--- config.mk ---
export PLATFORM = sky130hd
export DESIGN_NAME = plot_sink_flat
export DESIGN_NICKNAME = d
export VERILOG_FILES = /design/src/rtl/plot_sink_if.sv /design/src/rtl/plot_sink.sv /design/src/flat_wrapper.sv
export SDC_FILE = /design/constraint.sdc
export NUM_CORES = 1
export LEC_CHECK = 0
export CAP_MARGIN = 30
export CELL_PAD_IN_SITES_DETAIL_PLACEMENT = 1
export CELL_PAD_IN_SITES_GLOBAL_PLACEMENT = 1
export CORE_ASPECT_RATIO = 1.5
export CORE_MARGIN = 4
export CORE_UTILIZATION = 47
export DETAILED_ROUTE_END_ITERATION = 6
export HOLD_SLACK_MARGIN = 0.03
export PLACE_DENSITY = 0.87
export SETUP_SLACK_MARGIN = 0.3
export SYNTH_ARGS = -nofsm -noshare
export SYNTH_HDL_FRONTEND = slang
export SYNTH_SLANG_ARGS = --single-unit
--- constraint.sdc ---
create_clock -name i_clk -period 2.4 [get_ports i_clk]
set_input_delay 0.72 -clock i_clk [delete_from_list [all_inputs] [get_ports i_clk]]
set_output_delay 0.72 -clock i_clk [all_outputs]
set_load 0.01 [all_outputs]
--- src/rtl/plot_sink_if.sv ---
// Pixel plot request channel and framebuffer write port, bundled for plot_sink.
interface plot_sink_if;
  logic        plot_valid;
  logic        plot_ready;
  logic [7:0]  x;
  logic [6:0]  y;
  logic [2:0]  colour;
  logic        fb_wr_en;
  logic [14:0] fb_addr;
  logic [2:0]  fb_data;
  logic        fb_busy;

  modport master (
    output plot_valid, x, y, colour, fb_busy,
    input  plot_ready, fb_wr_en, fb_addr, fb_data
  );

  modport slave (
    input  plot_valid, x, y, colour, fb_busy,
    output plot_ready, fb_wr_en, fb_addr, fb_data
  );
endinterface

--- src/rtl/plot_sink.sv ---
// Plot request sink: range check, linear address, small FIFO, then a registered framebuffer write stage.
// state   | meaning
// S_EMPTY | output register holds nothing, fb_wr_en low
// S_WRITE | output register holds a write, fb_wr_en high until fb_busy allows completion
module plot_sink #(
  parameter int WIDTH  = 160,
  parameter int HEIGHT = 120,
  parameter int DEPTH  = 4
) (
  input  logic        i_clk,
  input  logic        i_rst_n,
  plot_sink_if.slave  bus,
  output logic [7:0]  o_drop_count,
  output logic        o_idle
);
  localparam int PW = $clog2(DEPTH);
  localparam int CW = PW + 1;
  localparam logic [CW-1:0] FULL_L   = CW'(DEPTH);
  localparam logic [7:0]    WIDTH_L  = 8'(WIDTH);
  localparam logic [6:0]    HEIGHT_L = 7'(HEIGHT);
  localparam logic [14:0]   WIDTH_A  = 15'(WIDTH);

  typedef enum logic {S_EMPTY, S_WRITE} state_t;

  state_t        r_state, w_state_nxt;
  logic [17:0]   r_mem [DEPTH];
  logic [PW-1:0] r_wr_ptr, r_rd_ptr;
  logic [CW-1:0] r_occ;
  logic [14:0]   r_addr;
  logic [2:0]    r_data;
  logic [7:0]    r_drop;
  logic          w_full, w_empty, w_accept, w_in_range, w_push, w_pop, w_drop;
  logic [14:0]   w_addr;

  assign w_full     = (r_occ == FULL_L);
  assign w_empty    = (r_occ == '0);
  assign w_accept   = bus.plot_valid && !w_full;
  assign w_in_range = (bus.x < WIDTH_L) && (bus.y < HEIGHT_L);
  assign w_push     = w_accept && w_in_range;
  assign w_drop     = w_accept && !w_in_range;
  assign w_addr     = 15'(bus.y) * WIDTH_A + 15'(bus.x);

  // storage has no reset; only pointers and occupancy define validity
  always_ff @(posedge i_clk) begin
    if (w_push) r_mem[r_wr_ptr] <= {w_addr, bus.colour};
  end

  always_ff @(posedge i_clk or negedge i_rst_n) begin
    if (!i_rst_n) begin
      r_wr_ptr <= '0;
      r_rd_ptr <= '0;
      r_occ    <= '0;
      r_state  <= S_EMPTY;
      r_addr   <= '0;
      r_data   <= '0;
      r_drop   <= '0;
    end else begin
      r_state <= w_state_nxt;
      if (w_push) r_wr_ptr <= r_wr_ptr + PW'(1);
      if (w_pop) begin
        r_rd_ptr         <= r_rd_ptr + PW'(1);
        {r_addr, r_data} <= r_mem[r_rd_ptr];
      end
      case ({w_push, w_pop})
        2'b10:   r_occ <= r_occ + CW'(1);
        2'b01:   r_occ <= r_occ - CW'(1);
        default: r_occ <= r_occ;
      endcase
      if (w_drop && (r_drop != 8'hFF)) r_drop <= r_drop + 8'd1;
    end
  end

  always_comb begin
    w_state_nxt = r_state;
    w_pop       = 1'b0;
    case (r_state)
      S_EMPTY: begin
        if (!w_empty) begin
          w_pop       = 1'b1;
          w_state_nxt = S_WRITE;
        end
      end
      S_WRITE: begin
        if (!bus.fb_busy) begin
          if (!w_empty) w_pop = 1'b1;
          else          w_state_nxt = S_EMPTY;
        end
      end
      default: w_state_nxt = S_EMPTY;
    endcase
  end

  assign bus.plot_ready = !w_full;
  assign bus.fb_wr_en   = (r_state == S_WRITE);
  assign bus.fb_addr    = r_addr;
  assign bus.fb_data    = r_data;
  assign o_drop_count   = r_drop;
  assign o_idle         = (r_state == S_EMPTY) && w_empty;
endmodule

--- src/flat_wrapper.sv ---
// flat-port wrapper written by rule: the top's interface ports become plain ports
module plot_sink_flat 
#(
  parameter int WIDTH  = 160,
  parameter int HEIGHT = 120,
  parameter int DEPTH  = 4
)
  (i_clk, i_rst_n, o_drop_count, o_idle, bus_plot_valid, bus_x, bus_y, bus_colour, bus_fb_busy, bus_plot_ready, bus_fb_wr_en, bus_fb_addr, bus_fb_data);
  plot_sink_if bus_i ();
  input  logic i_clk;
  input  logic i_rst_n;
  output logic [7:0] o_drop_count;
  output logic o_idle;
  input wire logic [$bits(bus_i.plot_valid)-1:0] bus_plot_valid;
  input wire logic [$bits(bus_i.x)-1:0] bus_x;
  input wire logic [$bits(bus_i.y)-1:0] bus_y;
  input wire logic [$bits(bus_i.colour)-1:0] bus_colour;
  input wire logic [$bits(bus_i.fb_busy)-1:0] bus_fb_busy;
  output wire logic [$bits(bus_i.plot_ready)-1:0] bus_plot_ready;
  output wire logic [$bits(bus_i.fb_wr_en)-1:0] bus_fb_wr_en;
  output wire logic [$bits(bus_i.fb_addr)-1:0] bus_fb_addr;
  output wire logic [$bits(bus_i.fb_data)-1:0] bus_fb_data;
  assign bus_i.plot_valid = bus_plot_valid;
  assign bus_i.x = bus_x;
  assign bus_i.y = bus_y;
  assign bus_i.colour = bus_colour;
  assign bus_i.fb_busy = bus_fb_busy;
  assign bus_plot_ready = bus_i.plot_ready;
  assign bus_fb_wr_en = bus_i.fb_wr_en;
  assign bus_fb_addr = bus_i.fb_addr;
  assign bus_fb_data = bus_i.fb_data;
  plot_sink #(.WIDTH(WIDTH), .HEIGHT(HEIGHT), .DEPTH(DEPTH)) u_core (.i_clk(i_clk), .i_rst_n(i_rst_n), .bus(bus_i), .o_drop_count(o_drop_count), .o_idle(o_idle));
endmodule
==> results of run 1 <==
## stage by stage
step / area [um2] / setup WS, ps / power, mW / setup TNS [ps]
3_5_place_dp: 5660 / -829 / 5.08 / -44800
4_1_cts: 6170 / 49.7 / 6.81 / 0
2_1_floorplan: 4630 / -89.2 / 3.98 / -564
3_3_place_gp: 5660 / -702 / 4.91 / -34940
6_report: 6320 / -26.4 / 6.86 / -104
5_1_grt: 6320 / -74.8 / 7.21 / -398
## routing by layer
layer / vias to the layer above / global-route usage, % / share of wire (%) / wire length [um]
met5: - / 0 / 0 / 0
met4: 0 / 7.12 / 2.3 / 238
met3: 16 / 3.84 / 4.3 / 452
met2: 70 / 36.3 / 58 / 6080
met1: 1387 / 21.9 / 36 / 3770
li1: 1187 / - / - / -
## synthesized netlist by cell type (all sizes together), types with 4 or more instances
| cell type | number | area [um2] |
|---|---|---|
| xor2 | 7 | 61.3 |
| o21ai | 6 | 30.0 |
| ha | 19 | 238 |
| buf | 7 | 35.0 |
| and2 | 6 | 37.5 |
| nand3 | 4 | 20.0 |
| mux4 | 18 | 405 |
| xnor2 | 16 | 140 |
| inv | 10 | 37.5 |
| dfrtp | 34 | 851 |
| nor2 | 7 | 26.3 |
| edfxtp | 72 | 2160 |
| mux2 | 19 | 214 |
| nand2 | 10 | 40.0 |
## critical path, cell delays in order
cell	delay, ps
buf_8	100
ha_4	230
ha_4	160
fa_2	400
a211oi_4	270
buf_4	150
nor2_1	40
o21ai_0	260
o21ai_2	140
## flip-flops by register name, summed over array words and instances (netlist names)
name                 cells
u_core.r_wr_ptr          2
u_core.r_occ             3
u_core.o_drop_count      8
u_core.bus.fb_addr      15
u_core.r_mem            72
u_core.r_rd_ptr          2
u_core.bus.fb_wr_en      1
u_core.bus.fb_data       3
## worst max-delay path by stage
stage	endpoint	slack, ps	cells after the start
2_1_floorplan	u_core.r_mem[0][17]	-90	8
5_1_grt	u_core.r_mem[0][17]	-70	9
3_3_place_gp	u_core.r_mem[0][17]	-700	9
3_5_place_dp	u_core.r_mem[3][16]	-830	10
4_1_cts	u_core.r_mem[3][17]	50	9
6_report	u_core.r_mem[0][17]	-30	9
## power groups by stage
stage                     Combinational, mW  Sequential, mW  Clock (mW)
after floorplan                        1.24            2.75           0
after global placement                 2.18            2.73           0
after detailed placement               2.31            2.77           0
after CTS                              2.46            2.72        1.62
after global routing                   2.75            2.76        1.70
final                                  2.55            2.71        1.60
## cells by family after synthesis
family | share of synthesized area (%)
mux | 13.8
fa+ha+maj | 6.55
flops | 66.3
buf+inv | 1.60
simple gates | 4.19
xor+xnor | 4.43
compound gates | 3.08
## final cells by class
class / count / share of cell area (%)
clock inverter: 4 / 1.15
multi-input combinational: 139 / 28.4
timing repair buffer: 101 / 15.8
tap: 112 / 2.22
inverter: 10 / 0.673
clock buffer: 12 / 4.08
sequential: 106 / 47.7
## repair_timing
action / CTS / global route
endpoints found under the hold margin: 0 / 0
buffers inserted: 7 / 4
setup endpoints to repair: 118 / 101
gates resized for setup: 77 / 32
pin swaps: 23 / 19
==> results.md, run 1 <==
* I/O Pins at between 50 and 60
* Clk sinks at between 100 and 150
* Fill count at 814
* DR iter-0 viols at 134
* Syn Nets at approximately 300
* Core area at roughly 0.0094 mm2
* FF+latch area at a little over 0.003 mm2
* Clk slew on worst S/H paths at approximately 70 ps
* Worst setup SP type: primary input
* Fmax at roughly 410 MHz
* GPL Wtd Cong at 0.732
* Hpwl dp at ~6900 um
* Main flop type after synthesis: edfxtp_1
* Max-slew headroom at between 60% and 70%
* Max VDD drop at about 0.00062 V
* Data arrival time of the critical path at about 2500 ps
* Synthesis-stage register bit count at 106
* Sequential power share at ~40%
* CTS Hold Bufs at 0
* Hold Path Cell Cnt at 1
* Vias per inst at between 5 and 6
* Share of layout cells above drive strength 1 at roughly 44%
* Crit share post-route at 101%
* Post-Syn Area per Cell at about 17 um2
* Vert. Die Dim at 128 um
* Status: finished, violations left
* Final ANT Viol Nets at 0
* Min-delay src: u_core.bus.fb_data[2]
* Worst-margin pin slew at slightly below 500 ps
* Initial cell density of the core at approximately half
* Net Sw Power at 1.98 mW
* Initial antenna violation count at 0
* Routed wire length at roughly 11000 um
* Site Rows at 43
* Int Pwr at a little under 5 mW
* Total gr overflow at 0
* Slew Limit Fails at 0
* Die width at a little under 90 um
* Via count at 2660
* Clock Tree Buf Depth at 2
* Cts bufs inserted at 9
* Non-Filler Instances at around 480
* Pwr dens at between 1000 and 1500 mW/mm2
* Highest fanout seen on the critical path at 4
* Reg-to-Reg End: u_core.r_occ[2]
* Most frequent cells in the layout: edfxtp_1, clkdlybuf4s50_1, buf_4, dfrtp_1, mux2_2
* Worst Hold Class: register to register
* Crit end category: register
* Largest net degree at the start of global routing at 35
* Placed Instances at roughly 460
* Critical Path RT at approximately 2500 ps
* Drt pass-1 iters at 4
* Hold Fails Final Rpt at 0
* Leak at about 2.4 nW
* Reg-to-reg slack, setup at between 150 and 200 ps
* Vias in the first global route at 3045
* Clock Skew at around 5.6 ps
* Asr flop ratio synth at between 30% and 40%
* Full die area at approximately 0.011 mm2
* Clock Root Buffer: clkbuf_16
* Clock power frac at roughly a quarter
* Gr usage total at 19.6%
* Routed length per placed instance at between 20 and 25 um
* Clk Latency, worst-skew pair at ~340 ps
* IO Port Bufs at 50
* Combinational share of power at a little under two fifths
* RSZ-0062 raised after global routing: yes
* Post-synthesis cell count at between 200 and 300
* MaxCap Viol Count at 0
* CTS tree: done
* Commonest non-fill, non-tap cell in the layout: edfxtp_1
* RR Startpoint: u_core.r_occ[1]
* Mapped Area at between 0.004 and 0.005 mm2
* Sequential-to-total area share from yosys stat at 66.3%
* Hold Slack at a little over 500 ps
* First-pass GRT wire length at around 16000 um
* Nets@finish at 411
* Multi-input logic area at 0.00180 mm2
* Critical Path Start: bus_y[3]
* Critical path class: primary input to register
* Drt drc at 0
* Yosys cell types at 32
* H-tree levels at 3
* Post-synth EDFFs at about 70
* Failing checks: negative setup slack
* Final worst path period need at roughly 2400 ps
* Sw Ratio at 28.9%
* Hold Path Sink: u_core.bus.fb_data[2]
* Count of final setup violators at 4
* Syn-to-layout area delta at 39.1%
* Setup ws final at -26.4 ps
* Diode count at 0
* Util after Layout at about 68%
* Worst reg-to-reg path cell count at 11
* Number of synthesis warnings at 0
Power figures use the tool's default switching activity.
==> run 2, diff against run 1 <==
CELL_PAD_IN_SITES_DETAIL_PLACEMENT = 0   (was 1)
CTS_CLUSTER_DIAMETER = 80   (was not set)
GPL_TIMING_DRIVEN = 0   (was not set)
==> run 2 against run 1 <==
Effect of this change:
- the run now ends clean
- sequential power shrank 2%
- cell count down 4.1%
- utilization decreased by 3.5 points
- critical path depth decreased by 1
==> results.md, run 2 (synthesized netlist as in run 1, its figures left out) <==
* Status: finished clean
* Placed Instances at 424
* Site Rows at 43
* Commonest non-fill, non-tap cell in the layout: edfxtp_1
* Crit end category: register
* Slew Limit Fails at 0
* Sw Ratio at between 20% and 30%
* Vias per inst at between 5 and 6
* Diode count at 0
* Clock Tree Buf Depth at 2
* Drt drc at 0
* Count of final setup violators at 0
* Clk Latency, worst-skew pair at about 340 ps
* Critical Path RT at roughly 2500 ps
* I/O Pins at 51
* Final ANT Viol Nets at 0
* Vias in the first global route at around 2700
* Gr usage total at between 10% and 20%
* Setup tns final at 0 ps
* Cts bufs inserted at 9
* DR iter-0 viols at roughly 110
* Clk sinks at ~110
* Syn-to-layout area delta at 32.0%
* Most frequent cells in the layout: edfxtp_1, clkdlybuf4s50_1, dfrtp_1, buf_4, mux2_2
* Crit share post-route at ~100%
* Vert. Die Dim at 128 um
* Max-slew headroom at between 40 and 50%
* CTS Hold Bufs at 0
* Worst Hold Class: primary input to asynchronous set/reset pin
* IO Port Bufs at 50
* Clock power frac at between 20% and 30%
* Fmax at around 420 MHz
* Non-Filler Instances at around 460
* Nets@finish at around 390
* Drt pass-1 iters at 4
* Share of layout cells above drive strength 1 at between 30% and 40%
* Worst setup SP type: primary input
* Highest fanout seen on the critical path at 4
* Max FFs per register at just over 70
* Pwr dens at around 1100 mW/mm2
* Largest register by flop count: u_core.r_mem
* Worst-margin pin slew at 839 ps
* Sequential power share at approximately 41%
* Critical path class: primary input to register
* GPL Wtd Cong at 0.746
* Net Sw Power at around 1.9 mW
* Routed length per placed instance at approximately 18 um
* Power Total at 6.53 mW
* Die width at between 80 and 90 um
* Combinational share of power at between 30% and 40%
* MaxCap Viol Count at 0
* Leak at between 2 and 2.5 nW
* Max VDD drop at 0.000789 V
* Int Pwr at 4.68 mW
* CTS tree: done
* Hpwl dp at between 5000 and 6000 um
* Full die area at ~0.011 mm2
* Initial antenna violation count at 0
* Total gr overflow at 0
* Setup ws final at 3.97 ps
* Clock Root Buffer: clkbuf_16
* Clock Skew at around 9.5 ps
* First-pass GRT wire length at between 10000 and 15000 um
* H-tree levels at 3
* Core area at roughly 0.0094 mm2
* Place WS at -867 ps
* Routed wire length at 8230 um
* Data arrival time of the critical path at between 2000 and 2500 ps
* Clk slew on worst S/H paths at roughly 70 ps
* Initial cell density of the core at a little under 50%
* Hold Fails Final Rpt at 0
* Via count at 2530
* Final worst path period need at roughly 2400 ps
* Util after Layout at 64.1%
* RSZ-0062 raised after global routing: yes
* Largest net degree at the start of global routing at 35
[run 2: cell types whose count changed in the layout (fill, tap and decap cells not counted), moves of 3 or more]
| cell | previous run | this run |
|---|---|---|
| ha_1 | 8 | 11 |
| buf_12 | 9 | 0 |
| buf_4 | 37 | 21 |
| buf_2 | 7 | 12 |
[run 2: critical path, stage by stage]
cell and delay [ps]:
buf_8 100, ha_4 230, ha_4 160, fa_2 450, a211oi_4 250, o21a_2 220
nand3_2 140, xnor2_4 180
[run 2: power by group through the flow]
stage	combinational [mW]	clock, mW	sequential (mW)
finish	2.32	1.55	2.65
global route	2.52	1.69	2.69
CTS	2.31	1.59	2.66
detailed placement	2.10	0	2.71
global placement	2.03	0	2.68
floorplan	1.24	0	2.75
[run 2: metrics by stage]
stage	area, um2	hold slack [ps]
after floorplan	4630	424
after global placement	5280	489
after detailed placement	5270	498
after CTS	5880	493
after global routing	6000	525
final	6000	476
[run 2: cell type report]
| class | instances | area, um2 |
|---|---|---|
| sequential | 106 | 3020 |
| timing repair buffer | 74 | 674 |
| clock inverter | 7 | 100 |
| buffer | 7 | 47.5 |
| inverter | 10 | 40.0 |
| multi-input combinational | 139 | 1750 |
| fill | 653 | 3360 |
| clock buffer | 9 | 225 |
| tap | 112 | 140 |
[run 2: routing by layer]
layer | up-vias | GRT usage, % | share of wire, % | wire [um]
li1 | 1156 | - | - | -
met1 | 1304 | 18.4 | 38 | 3130
met2 | 60 | 27.6 | 56 | 4610
met3 | 10 | 3.97 | 4.2 | 343
met4 | 0 | 6.05 | 1.8 | 151
met5 | - | 0 | 0 | 0
[run 2: final timing paths]
check                      slack, ps                     end  depth (start not counted)             startpoint
min reg2reg                      510   u_core.bus.fb_addr[1]                          1  u_core.bus.fb_addr[1]
max reg2reg                      290         u_core.r_occ[2]                         11        u_core.r_occ[0]
min in group i_clk               510   u_core.bus.fb_addr[1]                          1  u_core.bus.fb_addr[1]
max                                4     u_core.r_mem[2][16]                          8               bus_y[1]
min                              480   u_core.bus.fb_addr[1]                          1                i_rst_n
max in group asynchronous       1320  u_core.o_drop_count[6]                          1                i_rst_n
[run 2: repair_timing]
| action | CTS | global route |
|---|---|---|
| endpoints found under the setup margin | 109 | 84 |
| gates resized for setup | 89 | 15 |
| pin swaps | 28 | 13 |
| buffers inserted | 18 | 6 |
| endpoints found under the hold margin | 0 | 0 |
| cloned | 0 | 0 |
==> run 3, diff against run 2 <==
MAX_ROUTING_LAYER = met4   (was not set)
==> run 3 against run 2 <==
Effect of this change:
- flip-flop and latch count stayed put
- clock skew hardly changed
- wire length is 0.11% higher
- non-clock buffer count is 1 higher
- cell count is 0.22% higher
- utilization is 0.080 points higher
- critical path type unchanged
- critical path depth stayed put
- sequential power hardly changed
- largest cell class unchanged
- total power hardly changed
- maximum frequency is 0.13% higher
- sequential share of layout area is 0.063 points lower
- die area stayed put
==> results.md, run 3 (synthesized netlist as in run 1, its figures left out) <==
* Status: finished clean
* Vias per inst at approximately 5.4
* Die width at between 80 and 90 um
* Share of layout cells above drive strength 1 at around two fifths
* Worst Hold Class: primary input to asynchronous set/reset pin
* Worst-margin pin slew at 830 ps
* H-tree levels at 3
* Via count at roughly 2500
* Crit share post-route at 99.7%
* Final worst path period need at 2390 ps
* Max FFs per register at roughly 70
* RSZ-0062 raised after global routing: yes
* Pwr dens at between 1000 and 1500 mW/mm2
* Commonest non-fill, non-tap cell in the layout: edfxtp_1
* Placed Instances at between 400 and 500
* Nets@finish at 392
* Non-Filler Instances at roughly 470
* Syn-to-layout area delta at 32.1%
* Cts bufs inserted at 9
* GPL Wtd Cong at ~0.76
* Max-slew headroom at between 40% and 50%
* Crit end category: register
* Clk slew on worst S/H paths at around 70 ps
* Reg-to-reg slack, setup at 290 ps
* Diode count at 0
* Gr usage total at between 15 and 20%
* Initial cell density of the core at between 40% and 50%
* Drt pass-1 iters at 4
* Full die area at between 0.01 and 0.015 mm2
* CTS Hold Bufs at 0
* Total gr overflow at 0
* CTS tree: done
* Routed wire length at just over 8000 um
* Worst setup SP type: primary input
* Final ANT Viol Nets at 0
* Critical Path RT at ~2500 ps
* Largest net degree at the start of global routing at 35
* I/O Pins at between 50 and 60
* Drt drc at 0
* Largest register by flop count: u_core.r_mem
* Max VDD drop at 0.000789 V
* Core area at around 0.0094 mm2
* Fmax at 418 MHz
* Clock Skew at ~9.6 ps
* Clk Latency, worst-skew pair at 340 ps
* Site Rows at 43
* Highest fanout seen on the critical path at 4
* Util after Layout at approximately 64%
* Hpwl dp at 5400 um
* Routed length per placed instance at 17.7 um
* Leak at 2.23 nW
* MaxCap Viol Count at 0
* Clock Tree Buf Depth at 2
* Critical path class: primary input to register
* First-pass GRT wire length at ~13000 um
* Hold Fails Final Rpt at 0
* Data arrival time of the critical path at between 2000 and 2500 ps
* Most frequent cells in the layout: edfxtp_1, clkdlybuf4s50_1, dfrtp_1, buf_4, mux2_2
* Clk sinks at 106
* Clock Root Buffer: clkbuf_16
* Fill count at between 600 and 700
* Vias in the first global route at about 2700
* Count of final setup violators at 0
* Vert. Die Dim at ~130 um
* DR iter-0 viols at 81
* Slew Limit Fails at 0
* Initial antenna violation count at 0
* IO Port Bufs at 50
-- run 3: cell count changes in the layout (fill, tap and decap cells not counted), sizes merged --
cell | before | now
buf | 44 | 45
-- run 3: cell type report --
type	count	area, um2	area share (%)
buffer	7	47.5	0.792
sequential	106	3020	50.2
clock inverter	7	100	1.67
clock buffer	9	225	3.75
inverter	10	40.0	0.667
multi-input combinational	139	1750	29.2
timing repair buffer	75	682	11.4
tap	112	140	2.33
-- run 3: final timing paths --
path | start | endpoint | cells after the start
setup / recovery | bus_y[1] | u_core.r_mem[2][16] | 8
hold / removal | i_rst_n | u_core.bus.fb_addr[1] | 1
setup reg to reg | u_core.r_occ[0] | u_core.r_occ[2] | 11
hold reg to reg | u_core.bus.fb_addr[2] | u_core.bus.fb_addr[2] | 1
max in group asynchronous | i_rst_n | u_core.o_drop_count[6] | 1
min in group i_clk | u_core.bus.fb_addr[2] | u_core.bus.fb_addr[2] | 1
-- run 3: stage by stage --
| step | instance area, um2 | TNS, ps | hold WS, ps | setup slack [ps] | power (mW) |
|---|---|---|---|---|---|
| finish | 6000 | 0 | 470 | 7.15 | 6.53 |
| global route | 6000 | -268 | 524 | -44.0 | 6.91 |
| CTS | 5880 | 0 | 493 | 41.1 | 6.56 |
| detailed placement | 5270 | -55570 | 498 | -867 | 4.80 |
| global placement | 5280 | -63520 | 489 | -775 | 4.71 |
| floorplan | 4630 | -564 | 424 | -89.2 | 3.98 |
-- run 3: timing repair --
action	in CTS	in global routing
resized for setup	89	15
buffers inserted	18	7
endpoints found under the setup margin	109	77
pin swaps	28	12
-- run 3: metal layers --
| layer | global-route usage (%) | up-vias | part of all wire (%) |
|---|---|---|---|
| li1 | - | 1158 | - |
| met1 | 18.4 | 1275 | 39 |
| met2 | 27.6 | 51 | 55 |
| met3 | 4.48 | 10 | 4.1 |
| met4 | 5.52 | 0 | 1.9 |
| met5 | - | - | 0 |
-- run 3: critical path: stages --
cell      delay (ps)
buf_8            100
ha_4             230
ha_4             160
fa_2             450
a211oi_4         250
o21a_2           220
nand3_2          140
xnor2_4          180
-- run 3: power by group --
part	switching [mW]	internal (mW)
Sequential	0.206	2.44
Combinational	1.01	1.31
Clock	0.637	0.922
